## src/rtl/alu_exec_unit.sv

```systemverilog
// EX-stage ALU: decodes ALUOp/funct, executes with a registered result,
// valid/ready on both sides, illegal-op response and iterative multiply.
//
// Ports:
//   clock, reset_n         rising-edge clock, async active-low reset
//   in_valid / in_ready    request handshake (alu_op, funct, operands)
//   out_valid / out_ready  result handshake
//   result, zero, overflow, control, illegal  registered completion info
//   busy                   multiply in progress
module alu_exec_unit #(
  parameter int WIDTH      = 32,
  parameter bit MUL_ENABLE = 1'b1
) (
  input  logic             clock,
  input  logic             reset_n,
  input  logic             in_valid,
  output logic             in_ready,
  input  logic [2:0]       alu_op,
  input  logic [5:0]       funct,
  input  logic [WIDTH-1:0] operand_a,
  input  logic [WIDTH-1:0] operand_b,
  output logic             out_valid,
  input  logic             out_ready,
  output logic [WIDTH-1:0] result,
  output logic             zero,
  output logic             overflow,
  output logic [3:0]       control,
  output logic             illegal,
  output logic             busy
);

  localparam int CW = (WIDTH > 1) ? $clog2(WIDTH) : 1;

  localparam logic [3:0] C_AND = 4'b0000;
  localparam logic [3:0] C_OR  = 4'b0001;
  localparam logic [3:0] C_ADD = 4'b0010;
  localparam logic [3:0] C_SUB = 4'b0110;
  localparam logic [3:0] C_SLT = 4'b0111;
  localparam logic [3:0] C_MUL = 4'b1000;
  localparam logic [3:0] C_NOR = 4'b1100;
  localparam logic [3:0] C_XOR = 4'b1101;
  localparam logic [3:0] C_ILL = 4'b1111;

  typedef enum logic {
    S_IDLE,
    S_MUL
  } state_t;

  state_t             state_q, state_d;
  logic               out_valid_q, out_valid_d;
  logic [WIDTH-1:0]   result_q, result_d;
  logic               zero_q, zero_d;
  logic               ovf_q, ovf_d;
  logic [3:0]         ctrl_q, ctrl_d;
  logic               ill_q, ill_d;
  logic               busy_q, busy_d;
  logic [CW-1:0]      cnt_q, cnt_d;
  logic [2*WIDTH-1:0] mcand_q, mcand_d;
  logic [WIDTH-1:0]   mplier_q, mplier_d;
  logic [2*WIDTH-1:0] acc_q, acc_d;

  logic               accept;
  logic [3:0]         dec_ctrl;
  logic [WIDTH-1:0]   add_s;
  logic [WIDTH-1:0]   sub_s;
  logic               add_ov;
  logic               sub_ov;
  logic               slt;
  logic [WIDTH-1:0]   alu_res;
  logic               alu_ov;
  logic [2*WIDTH-1:0] acc_next;
  logic               mul_last;

  assign in_ready = (state_q == S_IDLE) &&
                    (!out_valid_q || out_ready);
  assign accept   = in_valid && in_ready;

  always_comb begin
    dec_ctrl = C_ILL;
    unique case (alu_op)
      3'b000: dec_ctrl = C_ADD;
      3'b001: dec_ctrl = C_SUB;
      3'b101: dec_ctrl = C_AND;
      3'b110: dec_ctrl = C_ADD;
      3'b111: dec_ctrl = C_OR;
      3'b010: begin
        unique case (funct)
          6'b100000: dec_ctrl = C_ADD;
          6'b100010: dec_ctrl = C_SUB;
          6'b100100: dec_ctrl = C_AND;
          6'b100101: dec_ctrl = C_OR;
          6'b101010: dec_ctrl = C_SLT;
          6'b100111: dec_ctrl = C_NOR;
          6'b100110: dec_ctrl = C_XOR;
          6'b011000: dec_ctrl = MUL_ENABLE ? C_MUL : C_ILL;
          default:   dec_ctrl = C_ILL;
        endcase
      end
      default: dec_ctrl = C_ILL;
    endcase
  end

  assign add_s = operand_a + operand_b;
  assign sub_s = operand_a - operand_b;

  // Signed overflow: operand signs agree (add) or differ (sub)
  // and the sum sign departs from operand_a.
  assign add_ov = (operand_a[WIDTH-1] == operand_b[WIDTH-1]) &&
                  (add_s[WIDTH-1] != operand_a[WIDTH-1]);
  assign sub_ov = (operand_a[WIDTH-1] != operand_b[WIDTH-1]) &&
                  (sub_s[WIDTH-1] != operand_a[WIDTH-1]);
  assign slt    = $signed(operand_a) < $signed(operand_b);

  always_comb begin
    alu_res = '0;
    alu_ov  = 1'b0;
    unique case (dec_ctrl)
      C_ADD: begin
        alu_res = add_s;
        alu_ov  = add_ov;
      end
      C_SUB: begin
        alu_res = sub_s;
        alu_ov  = sub_ov;
      end
      C_AND: alu_res = operand_a & operand_b;
      C_OR:  alu_res = operand_a | operand_b;
      C_SLT: alu_res = {{(WIDTH-1){1'b0}}, slt};
      C_NOR: alu_res = ~(operand_a | operand_b);
      C_XOR: alu_res = operand_a ^ operand_b;
      default: begin
        alu_res = '0;
        alu_ov  = 1'b0;
      end
    endcase
  end

  // Shift-add: the multiplicand shifts left while the multiplier
  // shifts right, so bit 0 of the multiplier is always the
  // current bit.
  assign acc_next = acc_q +
                    (mplier_q[0] ? mcand_q : '0);
  assign mul_last = (cnt_q == CW'(WIDTH - 1));

  always_comb begin
    state_d     = state_q;
    out_valid_d = out_valid_q;
    result_d    = result_q;
    zero_d      = zero_q;
    ovf_d       = ovf_q;
    ctrl_d      = ctrl_q;
    ill_d       = ill_q;
    busy_d      = busy_q;
    cnt_d       = cnt_q;
    mcand_d     = mcand_q;
    mplier_d    = mplier_q;
    acc_d       = acc_q;

    unique case (state_q)
      S_IDLE: begin
        if (out_valid_q && out_ready) begin
          out_valid_d = 1'b0;
        end
        if (accept) begin
          if (dec_ctrl == C_MUL) begin
            state_d     = S_MUL;
            busy_d      = 1'b1;
            out_valid_d = 1'b0;
            cnt_d       = '0;
            acc_d       = '0;
            mcand_d     = {{WIDTH{1'b0}}, operand_a};
            mplier_d    = operand_b;
          end else begin
            out_valid_d = 1'b1;
            result_d    = alu_res;
            zero_d      = ~|alu_res;
            ovf_d       = alu_ov;
            ctrl_d      = dec_ctrl;
            ill_d       = (dec_ctrl == C_ILL);
          end
        end
      end
      S_MUL: begin
        acc_d    = acc_next;
        mcand_d  = mcand_q << 1;
        mplier_d = mplier_q >> 1;
        cnt_d    = cnt_q + 1'b1;
        if (mul_last) begin
          state_d     = S_IDLE;
          busy_d      = 1'b0;
          cnt_d       = '0;
          out_valid_d = 1'b1;
          result_d    = acc_next[WIDTH-1:0];
          zero_d      = ~|acc_next[WIDTH-1:0];
          ovf_d       = |acc_next[2*WIDTH-1:WIDTH];
          ctrl_d      = C_MUL;
          ill_d       = 1'b0;
        end
      end
      default: state_d = S_IDLE;
    endcase
  end

  always_ff @(posedge clock or negedge reset_n) begin
    if (!reset_n) begin
      state_q     <= S_IDLE;
      out_valid_q <= 1'b0;
      result_q    <= '0;
      zero_q      <= 1'b0;
      ovf_q       <= 1'b0;
      ctrl_q      <= 4'b0000;
      ill_q       <= 1'b0;
      busy_q      <= 1'b0;
      cnt_q       <= '0;
      mcand_q     <= '0;
      mplier_q    <= '0;
      acc_q       <= '0;
    end else begin
      state_q     <= state_d;
      out_valid_q <= out_valid_d;
      result_q    <= result_d;
      zero_q      <= zero_d;
      ovf_q       <= ovf_d;
      ctrl_q      <= ctrl_d;
      ill_q       <= ill_d;
      busy_q      <= busy_d;
      cnt_q       <= cnt_d;
      mcand_q     <= mcand_d;
      mplier_q    <= mplier_d;
      acc_q       <= acc_d;
    end
  end

  assign out_valid = out_valid_q;
  assign result    = result_q;
  assign zero      = zero_q;
  assign overflow  = ovf_q;
  assign control   = ctrl_q;
  assign illegal   = ill_q;
  assign busy      = busy_q;

endmodule

```

## config.mk

```make
export PLATFORM = sky130hd
export DESIGN_NAME = alu_exec_unit
export DESIGN_NICKNAME = d
export VERILOG_FILES = /design/src/rtl/alu_exec_unit.sv
export SDC_FILE = /design/constraint.sdc
export NUM_CORES = 1
export LEC_CHECK = 0
export BUFFER_PORTS_ARGS = -buffer_cell sky130_fd_sc_hd__buf_2
export CORE_ASPECT_RATIO = 2
export CORE_MARGIN = 3
export CORE_UTILIZATION = 45
export CTS_BUF_LIST = sky130_fd_sc_hd__clkbuf_8
export DETAILED_ROUTE_END_ITERATION = 12
export PLACE_DENSITY_LB_ADDON = 0.15
export SLEW_MARGIN = 5
export SYNTH_ARGS = -nofsm -noshare
export SYNTH_HDL_FRONTEND = slang
export SYNTH_SLANG_ARGS = --single-unit
export TNS_END_PERCENT = 20
```

## constraint.sdc

```tcl
create_clock -name clock -period 8.65 [get_ports clock]
set_input_delay 1.73 -clock clock [delete_from_list [all_inputs] [get_ports clock]]
set_output_delay 1.73 -clock clock [all_outputs]
set_load 0.01 [all_outputs]
```

==> flow_summary.ini, run 1 <==
[run_status]
status = finished, final reports clean

[placed_design]
io_buffers = 118
post-place-cells = 2957
hpwl_um = 59500
pre_cts_ws_ns = 1.97
place.gp.congestion = 1.03

[detailed_routing]
wl_per_cell_um = 25.7
route.vias.total = 19300
drtIter0Drc = 1504
avgViaCountPerCell = 6.38
drtAntennaViolNets = 0
drc = 0
first_pass_iters = 6
wl_um = 77700

[final_layout]
final_common_cell = nand2_1
finalNonFillerCells = 3022
layout_common_cells = 301 x nand2_1, 242 x nor2_1, 206 x dfrtp_1, 205 x o21ai_0, 174 x a21oi_1
final_nets = 2703
n_fill_cell = 4180
drive_gt1_share_pct = 9.94
syn2layout_area_growth_pct = 9.03

[clocking]
clk_pin_slew_worst_paths_ns = 0.06
h-tree-depth = 2
postCtsResizedCells = 0
post_cts_buffers = 0
cts_buffers = 36
cts-root-buf = clkbuf_8
clk_latency_ns = 0.61
cts.sinks = 207
cts_tree = yes
postCtsHoldBufs = 0
clock_path_buffers = 3

[sta]
slew_headroom_pct = 21.3
hold_viol_final = 0
worst-slew-pin-transition_ns = 1.15
finalCritPeriodShare_pct = 72.3
period_needed_ns = 6.26
fin_ws_ns = 2.39
setup_viol = 0
rsz0062_at_grt = no
drv_slew = 0
fmax_mhz = 160
setup_tns_ns = 0
finClkSkew_ns = 0.0336

[worst_setup_path]
rr_startpoint = mplier_q[0]
r2r_setup_slack_ns = 2.71
reg2reg_depth = 16
critical_path_arrival_ns = 6.76
crit_fanout = 3
slowest_delay_ns = 1.03
worst_setup_path_start_kind = input pin
crit_top_cell = inv_1
slowest_stage = a2111oi_0
cp.required_ns = 9.16
reg2reg_to = overflow
worstSetupPathType = input pin to flop
cp-end-kind = flop
crit_chain = buf_2, inv_1, ha_1, inv_1, fa_1, nor2b_1, o211ai_1, a2111oi_2, o41ai_2, o31ai_2, a221oi_1, a211oi_1, a2111oi_0, nand4b_1, or4_1, or4b_1, o211ai_2

[logic_synthesis]
synthFlopType = dfrtp_1
yosysUniqueCellTypes = 90
synth_fp_nets = 2678
synthCells = 2435
yosys_warnings = 0
synth-seq-area-share_pct = 27.5
synth-edff-count = 0
syn_avg_cell_area_um2 = 7.74
async_flop_share_pct = 100
syn_area_um2 = 18800
ys_ff_latch = 207

[global_routing]
grt_pass1_vias = 19600
grt_usage_pct = 34.1
antenna_found_initial = 1
grt_pass1_wl_um = 116000
grt_max_degree = 123
grt_overflow = 0

[floorplan]
core_area_um2 = 41300
ioPinCount = 119
start_util_pct = 45.7
rows = 105
die_y_um = 295
die_x_um = 151
die-area_um2 = 44500

[min_path]
min_path_type = flop to flop
min-delay-start = control[1]
whs_path_depth = 1
whs_endpoint = control[1]

[power]
ir_drop_mv = 0.124
power.total_mw = 5.28
power_density_nw_per_um2 = 257
leakagePower_nw = 9.43

[flow_run]
drv_cap = 0
registers in the layout (all words and copies together), names as in the netlist:
register,count
acc_q,64
busy,1
cnt_q,5
control,4
illegal,1
mcand_q,64
mplier_q,32
out_valid,1
overflow,1
result,32
state_q,1
zero,1
power by group:
| group | internal (mW) | switching (mW) | total (mW) |
|---|---|---|---|
| logic | 0.948 | 1.76 | 2.70 |
| registers | 1.30 | 0.254 | 1.56 |
| clock network | 0.545 | 0.469 | 1.01 |
layout make-up:
cell class	instances	area, µm²	share of cell area (%)
multi-input cells	1954	12700	61.6
well taps	535	669	3.26
clock inverters	21	179	0.871
clock buffers	43	592	2.88
diodes	1	2.50	0.0122
flip-flops and latches	207	5180	25.2
inverters	118	443	2.16
repair buffers	143	813	3.96
metrics by stage:
step	instance area, µm²	utilization [%]	hold WS, ns
6_report	20500	49.8	0.477
2_1_floorplan	18800	-	0.453
5_1_grt	20500	49.8	0.493
4_1_cts	20500	49.8	0.483
3_5_place_dp	19800	47.9	0.463
3_3_place_gp	19800	47.9	0.453
cells in the mapped netlist (10+ instances only):
cell	count	share of area (%)
clkbuf_1	131	2.6
a221oi_1	27	1.3
and3_1	14	0.46
o21ai_0	205	5.4
nor3_1	45	1.2
a22o_1	17	0.79
nor2b_1	19	0.63
mux2i_1	30	1.6
a2111oi_0	10	0.46
xor2_1	27	1.3
o22ai_1	31	1.0
nor4_1	23	0.76
nand4_1	33	1.1
o211ai_1	32	1.3
a21oi_1	174	4.6
ha_1	163	11
or3_1	13	0.43
buf_1	14	0.28
nand2_1	302	6.0
inv_1	116	2.3
xnor2_1	41	1.9
a31oi_1	19	0.63
dfrtp_1	207	27
nand3_1	46	1.2
nand2b_1	16	0.53
nor2_1	243	4.8
and2_1	74	2.5
o21a_1	21	0.84
a22oi_1	11	0.44
a21o_1	36	1.4
a221o_1	50	2.7
o21bai_1	20	0.80
o31ai_1	20	0.80
a211oi_1	22	0.88
worst max-delay path: cells and delay by family:
family	cells	cell delay [ns]
adders and majority gates	2	0.59
buffers and inverters	3	0.26
and+or+nand+nor	4	1.31
AOI/OAI and AO/OA	8	2.89
per-layer routing:
metal	track usage (%)	wire length, µm
met1	34.5	26600
met2	62.0	39600
met3	4.59	4110
met4	26.5	7350
met5	0	0
worst max path at each step:
stage,from,to,slack (ns),cells past startpoint
global route,operand_b[10],zero,2.31,15
finish,operand_a[0],zero,2.39,17
detailed placement,operand_a[0],zero,1.97,17
global placement,operand_b[10],zero,2.00,15
floorplan,operand_a[0],zero,3.19,16
CTS,operand_a[0],zero,2.56,17
cells by family after synthesis:
| kind of cell | after synthesis | synth area share [%] |
|---|---|---|
| DFF | 207 | 27.5 |
| xor gates and xnor gates | 68 | 3.16 |
| and+or+nand+nor | 887 | 22.3 |
| buffers and inverters | 274 | 5.57 |
| muxes | 35 | 1.89 |
| adders and majority gates | 166 | 11.1 |
| AOI/OAI and AO/OA | 798 | 28.4 |
Note: power is estimated with default switching activity, not from simulation.
==> run 2: changes to the inputs <==
clock period = 5.4 ns   (was 8.65 ns; I/O delays follow)
==> flow_summary.ini, run 2 (synthesized netlist as in run 1, its figures left out) <==
[final_layout]
finalNonFillerCells = 3190
layout_common_cells = 301 x nand2_1, 242 x nor2_1, 206 x dfrtp_1, 205 x o21ai_0, 190 x buf_4
final_common_cell = nand2_1
final_nets = 2870
drive_gt1_share_pct = 15.6
top_regs = acc_q: 64 flops, mcand_q: 64 flops
fin_util_pct = 52.9
syn2layout_area_growth_pct = 15.9

[sta]
finClkSkew_ns = 0.0207
rsz0062_at_grt = no
hold_viol_final = 0
fin_ws_ns = 0.192
worst-slew-pin-transition_ns = 0.946
finalCritPeriodShare_pct = 96.4
setup_viol = 0
drv_slew = 0
whs_ns = 0.461
fmax_mhz = 192
period_needed_ns = 5.21
slew_headroom_pct = 36.9

[global_routing]
grt_pass1_vias = 20600
grt_usage_pct = 36.1
busiest_layer = met2
grt_pass1_wl_um = 122000
grt_overflow = 0
grt_util_met2_pct = 66.5
grt_max_degree = 86
grtUsageMet3_pct = 5.11
met1_usage_pct = 35.7
antenna_found_initial = 2

[power]
ir_drop_mv = 0.197
power_density_nw_per_um2 = 400
leakagePower_nw = 10.2
power.total_mw = 8.74

[placed_design]
post-place-cells = 3125
pre_cts_ws_ns = -0.127
hpwl_um = 64400
place.gp.congestion = 1.01
io_buffers = 118

[detailed_routing]
drtAntennaViolNets = 0
wl_um = 81900
wl_per_cell_um = 25.7
first_pass_iters = 6
drc = 0
route.vias.total = 20200
avgViaCountPerCell = 6.33
drtIter0Drc = 1449

[flow_run]
drv_cap = 0

[floorplan]
die-area_um2 = 44500
core_area_um2 = 41300
ioPinCount = 119
die_y_um = 295
start_util_pct = 45.7
rows = 105
die_x_um = 151

[worst_setup_path]
cp-end-kind = flop
worst_setup_path_start_kind = flop
crit_chain = buf_4, buf_4, and2_1, ha_1, a2111oi_0, o21ai_0, a21oi_1, nor2_1, o2111ai_1, nand2_1, xor2_1, or4b_2, nor4_1, nand4b_1, o31a_1
crit_top_cell = buf_4
worstSetupPathType = flop to flop
crit_fanout = 20
slowest_delay_ns = 0.72
slowest_stage = or4b_2
critical_path_arrival_ns = 5.65
cp.required_ns = 5.85

[min_path]
min_path_type = input pin to async pin

[clocking]
post_cts_buffers = 0
cts_tree = yes
clk_latency_ns = 0.57
clk_pin_slew_worst_paths_ns = 0.07
cts-root-buf = clkbuf_8
cts_buffers = 35
cts.sinks = 207
clock_path_buffers = 3
h-tree-depth = 2

[run_status]
status = finished, final reports clean
==> run 2: cell types whose count changed in the layout (fill, tap and decap cells not counted), sizes merged, moves of 2 or more <==
| cell | delta |
|---|---|
| clkinvlp | +2 |
| clkinv | -2 |
| buf | +168 |
| clkbuf | -3 |
==> run 2: path summary, 6_finish.rpt <==
kind	from	depth (start not counted)	slack, ns	endpoint
setup / recovery	mplier_q[0]	15	0.19	overflow
hold / removal	reset_n	1	0.46	mcand_q[60]
setup reg to reg	mplier_q[0]	15	0.19	overflow
hold reg to reg	control[1]	1	0.49	control[1]
max in group asynchronous	reset_n	2	3.79	result[14]
min in group clock	control[1]	1	0.49	control[1]
==> run 2: what timing repair did <==
| item | 4_1_cts | 5_1_grt |
|---|---|---|
| hold buffers | 0 | 0 |
| endpoints found under the setup margin | 0 | 2 |
| resized for setup | 0 | 2 |
==> run 2: stage by stage <==
stage	TNS [ns]	cell area (µm²)
after floorplan	0	18800
after global placement	-0.0415	21000
after detailed placement	-0.127	21000
after CTS	0	21800
after global routing	0	21800
final	0	21800
==> run 2: final cells by class <==
cell class,instances,area [µm²]
Antenna cell,2,5.00
Clock buffer,40,551
Clock inverter,23,218
Fill cell,4000,19400
Inverter,118,443
Multi-Input combinational cell,1954,12700
Sequential cell,207,5180
Tap cell,535,669
Timing Repair Buffer,311,2090
==> run 2: power breakdown <==
| group | total (mW) | internal, mW | leakage (nW) | switching, mW |
|---|---|---|---|---|
| Combinational | 4.60 | 1.67 | 7.21 | 2.93 |
| Sequential | 2.51 | 2.09 | 2.62 | 0.416 |
| Clock | 1.63 | 0.879 | 0.418 | 0.751 |
==> run 2: layer usage <==
layer	vias up	wire length [µm]
li1	9247	-
met4	0	7540
met1	9763	27500
met2	845	42800
met3	331	4070
met5	-	0
==> run 2: worst max-delay path: cells and delay by family (launching register included) <==
family | cells | cell delay (ns)
AND/OR/NAND/NOR | 6 | 1.84
buffers and inverters | 2 | 0.40
AO/OA/AOI/OAI | 5 | 1.98
adder cells (fa/ha/maj) | 1 | 0.26
flip-flops | 1 | 0.38
XOR/XNOR | 1 | 0.22
